<file path="src/rtl/sht40_unit_convert.sv">
// ---------------------------------------------------------------------------
// sht40_unit_convert
//
// Converts the SHT40 decoder's raw 16-bit temperature and humidity words into
// signed hundredths of degC and hundredths of %RH:
//     result = floor(SCALE * raw / 65536) - OFFSET
// A single shift-add multiplier (one multiplier bit per clock) is shared by
// both channels, so no hardware multiplier is inferred.
//
// A rising edge on a ready level captures that channel's raw word into a hold
// register and marks it pending. The FSM (IDLE -> MUL -> DONE) converts one
// pending channel at a time, temperature first when both are pending.
// A conversion takes 18 clocks from the capture edge to the valid strobe.
//
// Optional build macro:
//   SHT40_RH_CLAMP_EN  - saturate the humidity result to 0..10000 (0..100 %RH).
//                        Without it rh_centi carries the raw signed result.
//
// Ports:
//   i_clk         system clock
//   i_rst         synchronous, active-high reset
//   i_temp_raw    raw temperature word from decoder
//   i_rh_raw      raw humidity word from decoder
//   i_temp_ready  decoder temperature-ready level
//   i_rh_ready    decoder humidity-ready level
//   o_temp_centi  signed temperature, 0.01 degC/LSB
//   o_rh_centi    signed humidity, 0.01 %RH/LSB
//   o_temp_valid  one-cycle strobe, o_temp_centi updated
//   o_rh_valid    one-cycle strobe, o_rh_centi updated
//   o_busy        high while a conversion is in flight
//   o_overrun     sticky {rh, temp}: a new sample replaced an unconverted one
// ---------------------------------------------------------------------------
module sht40_unit_convert #(
    parameter int TEMP_SCALE  = 17500,
    parameter int TEMP_OFFSET = 4500,
    parameter int RH_SCALE    = 12500,
    parameter int RH_OFFSET   = 600
) (
    input  logic        i_clk,
    input  logic        i_rst,
    input  logic [15:0] i_temp_raw,
    input  logic [15:0] i_rh_raw,
    input  logic        i_temp_ready,
    input  logic        i_rh_ready,
    output logic [15:0] o_temp_centi,
    output logic [15:0] o_rh_centi,
    output logic        o_temp_valid,
    output logic        o_rh_valid,
    output logic        o_busy,
    output logic [1:0]  o_overrun
);

    localparam logic [31:0] TEMP_SCALE_W  = 32'(TEMP_SCALE);
    localparam logic [31:0] RH_SCALE_W    = 32'(RH_SCALE);
    localparam logic [15:0] TEMP_OFFSET_W = 16'(TEMP_OFFSET);
    localparam logic [15:0] RH_OFFSET_W   = 16'(RH_OFFSET);

    typedef enum logic [1:0] {
        IDLE = 2'd0,
        MUL  = 2'd1,
        DONE = 2'd2
    } state_t;

    state_t      r_state;
    state_t      w_next_state;

    // Ready edge detection; previous sample resets to 0 so a level that is
    // already high when reset drops is treated as a fresh sample.
    logic        r_temp_rdy_d;
    logic        r_rh_rdy_d;
    logic        w_temp_cap;
    logic        w_rh_cap;

    // Capture side
    logic [15:0] r_temp_hold;
    logic [15:0] r_rh_hold;
    logic        r_temp_pend;
    logic        r_rh_pend;
    logic [1:0]  r_overrun;

    // Shared shift-add multiplier
    logic        r_sel_rh;      // channel being converted: 0 = temp, 1 = rh
    logic [31:0] r_mcand;
    logic [15:0] r_mplier;
    logic [31:0] r_acc;
    logic [3:0]  r_cnt;

    // Start/finish decode
    logic        w_start;
    logic        w_start_temp;
    logic        w_start_rh;

    // Result path
    logic [15:0] w_prod_hi;
    logic [15:0] w_result;
    logic [15:0] w_rh_result;

    // Output registers
    logic [15:0] r_temp_centi;
    logic [15:0] r_rh_centi;
    logic        r_temp_valid;
    logic        r_rh_valid;

    assign w_temp_cap   = i_temp_ready & ~r_temp_rdy_d;
    assign w_rh_cap     = i_rh_ready   & ~r_rh_rdy_d;

    assign w_start      = (r_state == IDLE) && (r_temp_pend || r_rh_pend);
    assign w_start_temp = w_start &  r_temp_pend;
    assign w_start_rh   = w_start & ~r_temp_pend;

    // ------------------------------------------------------------------
    // FSM: state register
    // ------------------------------------------------------------------
    always_ff @(posedge i_clk) begin
        if (i_rst) begin
            r_state <= IDLE;
        end else begin
            r_state <= w_next_state;
        end
    end

    // ------------------------------------------------------------------
    // FSM: next state
    // ------------------------------------------------------------------
    always_comb begin
        w_next_state = r_state;
        case (r_state)
            IDLE: begin
                if (w_start) begin
                    w_next_state = MUL;
                end
            end
            MUL: begin
                // 16 multiply steps; the step with counter 15 is the last.
                if (r_cnt == 4'd15) begin
                    w_next_state = DONE;
                end
            end
            DONE: begin
                w_next_state = IDLE;
            end
            default: begin
                w_next_state = IDLE;
            end
        endcase
    end

    // ------------------------------------------------------------------
    // Ready edge detect, hold registers, pending flags, overrun
    // ------------------------------------------------------------------
    // A capture that coincides with the start of the same channel re-arms
    // pending with the new word; that is not an overrun because the old word
    // is being consumed on this very edge.
    always_ff @(posedge i_clk) begin
        if (i_rst) begin
            r_temp_rdy_d <= 1'b0;
            r_rh_rdy_d   <= 1'b0;
            r_temp_hold  <= 16'd0;
            r_rh_hold    <= 16'd0;
            r_temp_pend  <= 1'b0;
            r_rh_pend    <= 1'b0;
            r_overrun    <= 2'b00;
        end else begin
            r_temp_rdy_d <= i_temp_ready;
            r_rh_rdy_d   <= i_rh_ready;

            if (w_temp_cap) begin
                r_temp_hold <= i_temp_raw;
                r_temp_pend <= 1'b1;
                if (r_temp_pend && !w_start_temp) begin
                    r_overrun[0] <= 1'b1;
                end
            end else if (w_start_temp) begin
                r_temp_pend <= 1'b0;
            end

            if (w_rh_cap) begin
                r_rh_hold <= i_rh_raw;
                r_rh_pend <= 1'b1;
                if (r_rh_pend && !w_start_rh) begin
                    r_overrun[1] <= 1'b1;
                end
            end else if (w_start_rh) begin
                r_rh_pend <= 1'b0;
            end
        end
    end

    // ------------------------------------------------------------------
    // Shift-add multiplier: acc accumulates SCALE * raw, LSB first.
    // ------------------------------------------------------------------
    always_ff @(posedge i_clk) begin
        if (i_rst) begin
            r_sel_rh <= 1'b0;
            r_mcand  <= 32'd0;
            r_mplier <= 16'd0;
            r_acc    <= 32'd0;
            r_cnt    <= 4'd0;
        end else if (w_start) begin
            r_sel_rh <= w_start_rh;
            r_mcand  <= w_start_rh ? RH_SCALE_W : TEMP_SCALE_W;
            r_mplier <= w_start_rh ? r_rh_hold  : r_temp_hold;
            r_acc    <= 32'd0;
            r_cnt    <= 4'd0;
        end else if (r_state == MUL) begin
            if (r_mplier[0]) begin
                r_acc <= r_acc + r_mcand;
            end
            r_mcand  <= r_mcand << 1;
            r_mplier <= r_mplier >> 1;
            r_cnt    <= r_cnt + 4'd1;
        end
    end

    // ------------------------------------------------------------------
    // Result: upper product half minus offset. Only the low 16 bits of the
    // 17-bit difference are kept, so 16-bit modular subtraction gives the
    // same bits.
    // ------------------------------------------------------------------
    assign w_prod_hi = r_acc[31:16];
    assign w_result  = w_prod_hi - (r_sel_rh ? RH_OFFSET_W : TEMP_OFFSET_W);

`ifdef SHT40_RH_CLAMP_EN
    // Unclamped humidity spans -600..11899, which fits a signed 16-bit
    // compare without wrap.
    always_comb begin
        w_rh_result = w_result;
        if ($signed(w_result) < 16'sd0) begin
            w_rh_result = 16'd0;
        end else if ($signed(w_result) > 16'sd10000) begin
            w_rh_result = 16'd10000;
        end
    end
`else
    assign w_rh_result = w_result;
`endif

    // ------------------------------------------------------------------
    // Output registers and valid strobes
    // ------------------------------------------------------------------
    always_ff @(posedge i_clk) begin
        if (i_rst) begin
            r_temp_centi <= 16'd0;
            r_rh_centi   <= 16'd0;
            r_temp_valid <= 1'b0;
            r_rh_valid   <= 1'b0;
        end else begin
            r_temp_valid <= 1'b0;
            r_rh_valid   <= 1'b0;
            if (r_state == DONE) begin
                if (r_sel_rh) begin
                    r_rh_centi <= w_rh_result;
                    r_rh_valid <= 1'b1;
                end else begin
                    r_temp_centi <= w_result;
                    r_temp_valid <= 1'b1;
                end
            end
        end
    end

    assign o_temp_centi = r_temp_centi;
    assign o_rh_centi   = r_rh_centi;
    assign o_temp_valid = r_temp_valid;
    assign o_rh_valid   = r_rh_valid;
    assign o_busy       = (r_state != IDLE);
    assign o_overrun    = r_overrun;

endmodule

</file>
<file path="config.mk">
export PLATFORM = sky130hd
export DESIGN_NAME = sht40_unit_convert
export DESIGN_NICKNAME = d
export VERILOG_FILES = /design/src/rtl/sht40_unit_convert.sv
export SDC_FILE = /design/constraint.sdc
export NUM_CORES = 1
export LEC_CHECK = 0
export CAP_MARGIN = 20
export CORE_UTILIZATION = 70
export CTS_BUF_LIST = sky130_fd_sc_hd__clkbuf_8
export CTS_CLUSTER_DIAMETER = 40
export DETAILED_ROUTE_END_ITERATION = 8
export DONT_BUFFER_PORTS = 1
export PLACE_DENSITY = 0.86
export RECOVER_POWER = 50
export SLEW_MARGIN = 20
export SYNTH_ARGS = -nofsm -noshare
export SYNTH_HDL_FRONTEND = slang
export SYNTH_SLANG_ARGS = --single-unit
</file>
<file path="constraint.sdc">
create_clock -name i_clk -period 4.15 [get_ports i_clk]
set_input_delay 0.6225 -clock i_clk [delete_from_list [all_inputs] [get_ports i_clk]]
set_output_delay 0.6225 -clock i_clk [all_outputs]
set_load 0.01 [all_outputs]
</file>
# Word level (Yosys, flattened, before mapping)

Cells that the tools add are included.
W data, S select, Z words.

Flip-flop bits (word level): 159
Bits of input ports: 36
Output and inout port bits: 37
Logic and storage cells: 70

Add/sub/neg operators: 3
Eq/ne operators: 5
Mux-type cells: 16
Bitwise operators: 9
Reduce and logical (&&, ||, !) cells: 19

Operators by type and width:

| operator              | number |
|---|---|
| $mux W32              | 2 |
| $mux W16              | 3 |
| $add A32 B32 Y32      | 1 |
| $sub A16 B13 Y16      | 1 |
| $mux W15              | 1 |
| $mux W13              | 1 |
| $reduce_and A2 Y1     | 6 |
| $reduce_bool A2 Y1    | 4 |
| $mux W1               | 6 |
| $not A1 Y1            | 5 |
| $add A4 B1 Y4 const B | 1 |
| $and A1 B1 Y1         | 4 |
| $eq A4 B4 Y1 const B  | 1 |
| $mux W2               | 2 |
| $ne A2 B2 Y1 const B  | 2 |
| $pmux W2 S2           | 1 |
| $reduce_or A2 Y1      | 2 |
| $logic_and A1 B1 Y1   | 3 |
| $eq A2 B1 Y1 const B  | 1 |
| $eq A2 B2 Y1 const B  | 1 |
| $logic_not A1 Y1      | 2 |
| $logic_not A2 Y1      | 1 |
| $logic_or A1 B1 Y1    | 1 |

# Longest topological paths before layout

Depth in word-level cells: 6
Mapped depth: 11
Depth with buffers taken out: 11

# Least setup slack after synthesis

OpenSTA, ideal clock, no wires.

Path type: reg-to-reg
From: reg r_sel_rh
To: reg r_rh_centi[10] (netlist: o_rh_centi[10])
Library setup time: 0.086 ns
Arrival: 2.419 ns
Data required time: 4.064 ns
Slack: 1.646 ns
Cell stages (with the launch flop): 12
Buffers on the path: 0
Period minus slack after synthesis: 2.504 ns
Path through: dfxtp_1 -> inv_1 -> ha_1 -> fa_1 -> nor2b_1 -> o21a_1 -> o21ai_0 -> a21bo_2 -> a21boi_0 -> nor2_1 -> xnor2_1 -> a211oi_1

Cells in the longest elaborated chain, start to end: 2
Elaborated cells between the ends (all ways): 3
Classes of those cells: add/sub: 1; mux: 1; reduce/logical: 1

RTL lines:

| what                   | RTL line | RTL |
|---|---|---|
| from (decl)            | 82       | `logic r_sel_rh;` |
| from (signal assigned) | 200      | `r_sel_rh <= w_start_rh;` |
| $mux W13               | 221      | `assign w_result = w_prod_hi - (r_sel_rh ? RH_OFFSET_W : TEMP_OFFSET_W);` |
| $sub A16 B13 Y16       | 221      |  |
| to (signal assigned)   | 252      | `r_rh_centi <= w_rh_result;` |
| to (decl)              | 100      | `logic [15:0] r_rh_centi;` |

Several ways; a longest one is shown, not always the timed one.
A chain may end at the register's enable or synchronous reset.

# Worst setup path after layout

From: reg r_temp_pend
To: reg r_mcand[30]

Cells in the longest elaborated chain, start to end: 3
Elaborated cells between the ends (all ways): 4
Classes of those cells: mux: 1; reduce/logical: 3

RTL lines:

| what                                                  | RTL line | RTL |
|---|---|---|
| from (decl)                                           | 77       | `logic r_temp_pend;` |
| from (signal assigned)                                | 160      | `r_temp_pend <= 1'b0;` |
| from (signal assigned)                                | 169      | `r_temp_pend <= 1'b1;` |
| from (signal assigned)                                | 174      | `r_temp_pend <= 1'b0;` |
| $logic_or A1 B1 Y1 (*)                                | 107      | `assign w_start = (r_state == IDLE) && (r_temp_pend \|\| r_rh_pend);` |
| $logic_and A1 B1 Y1 (*)                               | 107      |  |
| $mux W32 / $reduce_bool A2 Y1 (equally long branches) | -        |  |
| to (signal assigned)                                  | 201      | `r_mcand <= w_start_rh ? RH_SCALE_W : TEMP_SCALE_W;` |
| to (signal assigned)                                  | 209      | `r_mcand <= r_mcand << 1;` |
| to (decl)                                             | 83       | `logic [31:0] r_mcand;` |

Mark *: on every way between the ends. The rest lies on a longest branch, timed or not.

==> summary.md <==
| Metric | Value |
|---|---|
| Starting Density | 72.9% |
| DIE AREA | 11300 um^2 |
| GRT Total Usage | between 30 and 40% |
| Antenna Nets Post-Route | 0 |
| Port bufs | 0 |
| Worst-path maximum fanout | 21 |
| P_int | roughly 2.2 mW |
| Pre-antenna DRT Iters | 6 |
| Worst hold path type | in -> reg |
| First-pass GRT wire length | 30.3 mm |
| Fillers | 753 |
| Routed vias | around 6800 |
| CORE AREA | approximately 10000 um^2 |
| Number of synthesized register bits | approximately 160 |
| Worst-Margin Slew | about 1.3 ns |
| Root buf cell | clkbuf_8 |
| Synthesized netlist cell count | between 900 and 1000 |
| Comb pwr share | about a tenth |
| Synthesized area per cell | ~8 um^2 |
| Critical Path RT | about 4.6 ns |
| Switching part of the total | a little over a quarter |
| Worst R2R Start | r_temp_pend |
| Sw Pwr | approximately 0.8 mW |
| Status | finished, final reports clean |
| Met3 Wirelength | between 1 and 1.5 mm |
| Area of the multi-input gates | around 4200 um^2 |
| Max Clk Rate | slightly above 300 MHz |
| DR top layer | met4 |
| Post-synth ARST share | 0% |
| Vias/cell | 6.40 |
| R2R cell count | 4 |
| CTS Hold Bufs | 0 |
| Hold depth | 1 |
| Initial drt markers | 630 |
| Post-Route WL | about 19 mm |
| Static Leak | ~3.2 nW |
| Initial antenna violation count | 0 |
| Worst setup EP type | register |
| Clock latency on the worst-skew pair | 0.46 ns |
| Num rows | 37 |
| Clock Skew | between 0.007 and 0.008 ns |
| CTS sink cnt | between 150 and 200 |
| Ports | 73 |
| Die Wd | around 110 um |
| Share of layout cells above drive strength 1 | between 4 and 5% |
| Largest net degree at the start of global routing | roughly 110 |
| Hold_sp | i_rst |
| Syn Nets | approximately 1000 |
| Placer's final routability congestion estimate | between 0.9 and 1 |
| Yosys cell types | 61 |
| Slew Limit Headroom | between 10 and 15% |
| Pwr dens | 381 nW/um^2 |
| Max Cap Viol | 0 |
| Cell family contributing the most delay on the critical path | simple AND/OR/NAND/NOR gates |
| Worst path slowest cell | nor2_2 |
| Final hold viol count | 0 |
| Hold EP | r_sel_rh |
| H-tree levels | 4 |
| Seq/Total Area, Yosys | roughly 41% |
| Clk pwr share | 37.3% |
| Post-synth EDFFs | 0 |
| CTS tree | yes |
| DR WL met2 | ~9 mm |
| Syn-to-layout area delta | 4.71% |
| CP max stage delay | 1.03 ns |
| Fin crit share | between 70% and 80% |
| Min Tclk post-route | 3.31 ns |
| Worst Path Buf+Inv | 0 |
| Setup Viol. Count Final | 0 |
| Die height | 106 um |
| Most common flop cell mapped by yosys | dfxtp_1 |
| Longest Clk Path Bufs | 2 |
| CTS resizes | 0 |
| Seq pwr share | between 50% and 60% |
| WP data arrival | roughly 3.7 ns |
| Clock transition at path regs | 0.08 ns |
| WL met1 | around 7.9 mm |
| Synth warn | 0 |
| CP startpoint kind | register |
| Final HPWL DP | 12.9 mm |
| Post-CTS Setup Inserts | 0 |
| CTS buffer count | 17 |
| Reg area | 3100 um^2 |
| ANT cells | 0 |
| NumNets Final | just under 1000 |
| Final number of max-transition violations | 0 |
| DRC violations left | 0 |
| WL/cell | ~18 um |
| Maximum vdd drop | about 0.35 mV |
| Vias in the first global route | 6379 |
| Final Util | approximately 76% |
| Post-Route Setup TNS | 0 ns |
| WS Path Type | reg -> reg |
| RR Endpoint | r_mcand[30] |
| Gr ovfl total | 0 |
| Cells along the critical path | o21ai_0 -> nand2b_1 -> nor2_2 -> a22o_1 |
| Post-Syn Area | between 7000 and 8000 um^2 |
| Unrepaired setup endpoints after global routing | false |
| R2R setup slack | ~0.84 ns |
| CP startpoint | r_temp_pend |
## worst register-to-register path: stages (launching register included)
cell,delay [ns]
dfxtp_1,0.38
o21ai_0,0.82
nand2b_1,0.76
nor2_2,1.03
a22o_1,0.26
## stage by stage
step	area (um^2)	instances	hold WS [ns]	setup slack, ns	power (mW)
finish	7990	1066	0.268	0.838	3.04
global placement	7600	1034	0.438	1.48	1.92
CTS	7990	1066	0.224	1.28	3.05
detailed placement	7600	1034	0.442	1.31	1.93
floorplan	7630	954	0.431	1.65	1.86
global route	7990	1066	0.225	0.580	3.16
## cell usage in the layout (no fill, tap or decap), drive strengths merged, types with 8 or more instances in the layout
master | Yosys | layout
o21a | 8 | 8
ha | 37 | 37
a31oi | 15 | 15
a211oi | 23 | 23
nor3 | 33 | 33
nor2 | 108 | 108
xor2 | 10 | 10
a22o | 20 | 20
clkbuf | 46 | 18
nand4 | 12 | 12
a21o | 24 | 24
xnor2 | 13 | 13
o21ai | 40 | 40
nor2b | 10 | 10
inv | 16 | 20
a21oi | 102 | 102
nand3 | 17 | 17
or3 | 11 | 11
a221oi | 16 | 16
nand2 | 163 | 163
dfxtp | 155 | 155
## final cells by class
cell class                      instances  share of cell area [%]
Clock buffer                           17                    2.93
Clock inverter                         15                    2.02
Inverter                               16                   0.752
Multi-Input combinational cell        721                    52.8
Sequential cell                       155                    38.9
Tap cell                              136                    2.13
Timing Repair Buffer                    6                   0.517
## cells by family (layout without fill, tap and decap cells)
kind of cell	Yosys count	in the layout	share of synthesized area, %
and+or+nand+nor	380	380	21.9
AOI/OAI and AO/OA	273	273	23.3
DFF	155	155	40.7
buffers and inverters	78	54	4.08
adders and majority gates	39	39	6.59
xor gates and xnor gates	23	23	2.64
muxes	6	6	0.787
## worst max path at each step
stage / endpoint / slack, ns / cells after the start
2_1_floorplan: o_rh_centi[10] / 1.65 / 11
3_3_place_gp: o_rh_centi[10] / 1.48 / 11
3_5_place_dp: o_rh_centi[10] / 1.31 / 11
4_1_cts: o_rh_centi[10] / 1.28 / 11
5_1_grt: r_mcand[22] / 0.58 / 4
6_report: r_mcand[30] / 0.84 / 4
## cells in the mapped netlist (3+ instances only)
| cell type | count | area share, % |
|---|---|---|
| and3_1 | 5 | 0.41 |
| a221oi_1 | 16 | 1.8 |
| nor3_1 | 33 | 2.2 |
| nor2_1 | 107 | 5.3 |
| nand2_1 | 163 | 8.0 |
| mux2i_1 | 6 | 0.79 |
| nand4_1 | 11 | 0.90 |
| dfxtp_1 | 155 | 41 |
| nand3_1 | 17 | 1.1 |
| o21ai_1 | 5 | 0.33 |
| inv_1 | 16 | 0.79 |
| or3_1 | 11 | 0.90 |
| and2_1 | 4 | 0.33 |
| o21ai_0 | 33 | 2.2 |
| clkbuf_1 | 46 | 2.3 |
| ha_1 | 37 | 6.1 |
| a211oi_1 | 22 | 2.2 |
| a22o_1 | 20 | 2.3 |
| buf_4 | 3 | 0.30 |
| buf_1 | 7 | 0.34 |
| nor4_1 | 3 | 0.25 |
| and4_1 | 3 | 0.34 |
| a31oi_1 | 15 | 1.2 |
| a21oi_1 | 101 | 6.6 |
| a21boi_0 | 4 | 0.39 |
| nor2b_1 | 9 | 0.74 |
| xnor2_1 | 13 | 1.5 |
| buf_2 | 6 | 0.39 |
| nand2b_1 | 5 | 0.41 |
| o21a_1 | 8 | 0.79 |
| a21o_1 | 24 | 2.4 |
| xor2_1 | 10 | 1.1 |
## layer usage
| metal | vias up | track usage, % |
|---|---|---|
| met5 | - | 0 |
| met4 | 0 | 18.4 |
| met3 | 60 | 8.95 |
| met2 | 287 | 55.0 |
| met1 | 3179 | 41.6 |
| li1 | 3294 | - |
## power by group through the flow
stage               Clock, mW  Sequential [mW]  Combinational (mW)
floorplan                   0             1.61               0.254
global placement            0             1.62               0.296
detailed placement          0             1.62               0.308
CTS                      1.15             1.59               0.312
global route             1.21             1.60               0.350
finish                   1.13             1.59               0.315
## flip-flops by register name, indices dropped and copies added, names as in the netlist
register	count
r_state	2
o_temp_valid	1
r_cnt	4
r_mplier	16
r_temp_rdy_d	1
r_temp_pend	1
o_rh_centi	16
o_rh_valid	1
r_temp_hold	16
r_mcand	30
o_temp_centi	16
r_sel_rh	1
r_acc	30
o_overrun	2
r_rh_rdy_d	1
r_rh_hold	16
r_rh_pend	1
Power figures use the tool's default switching activity.
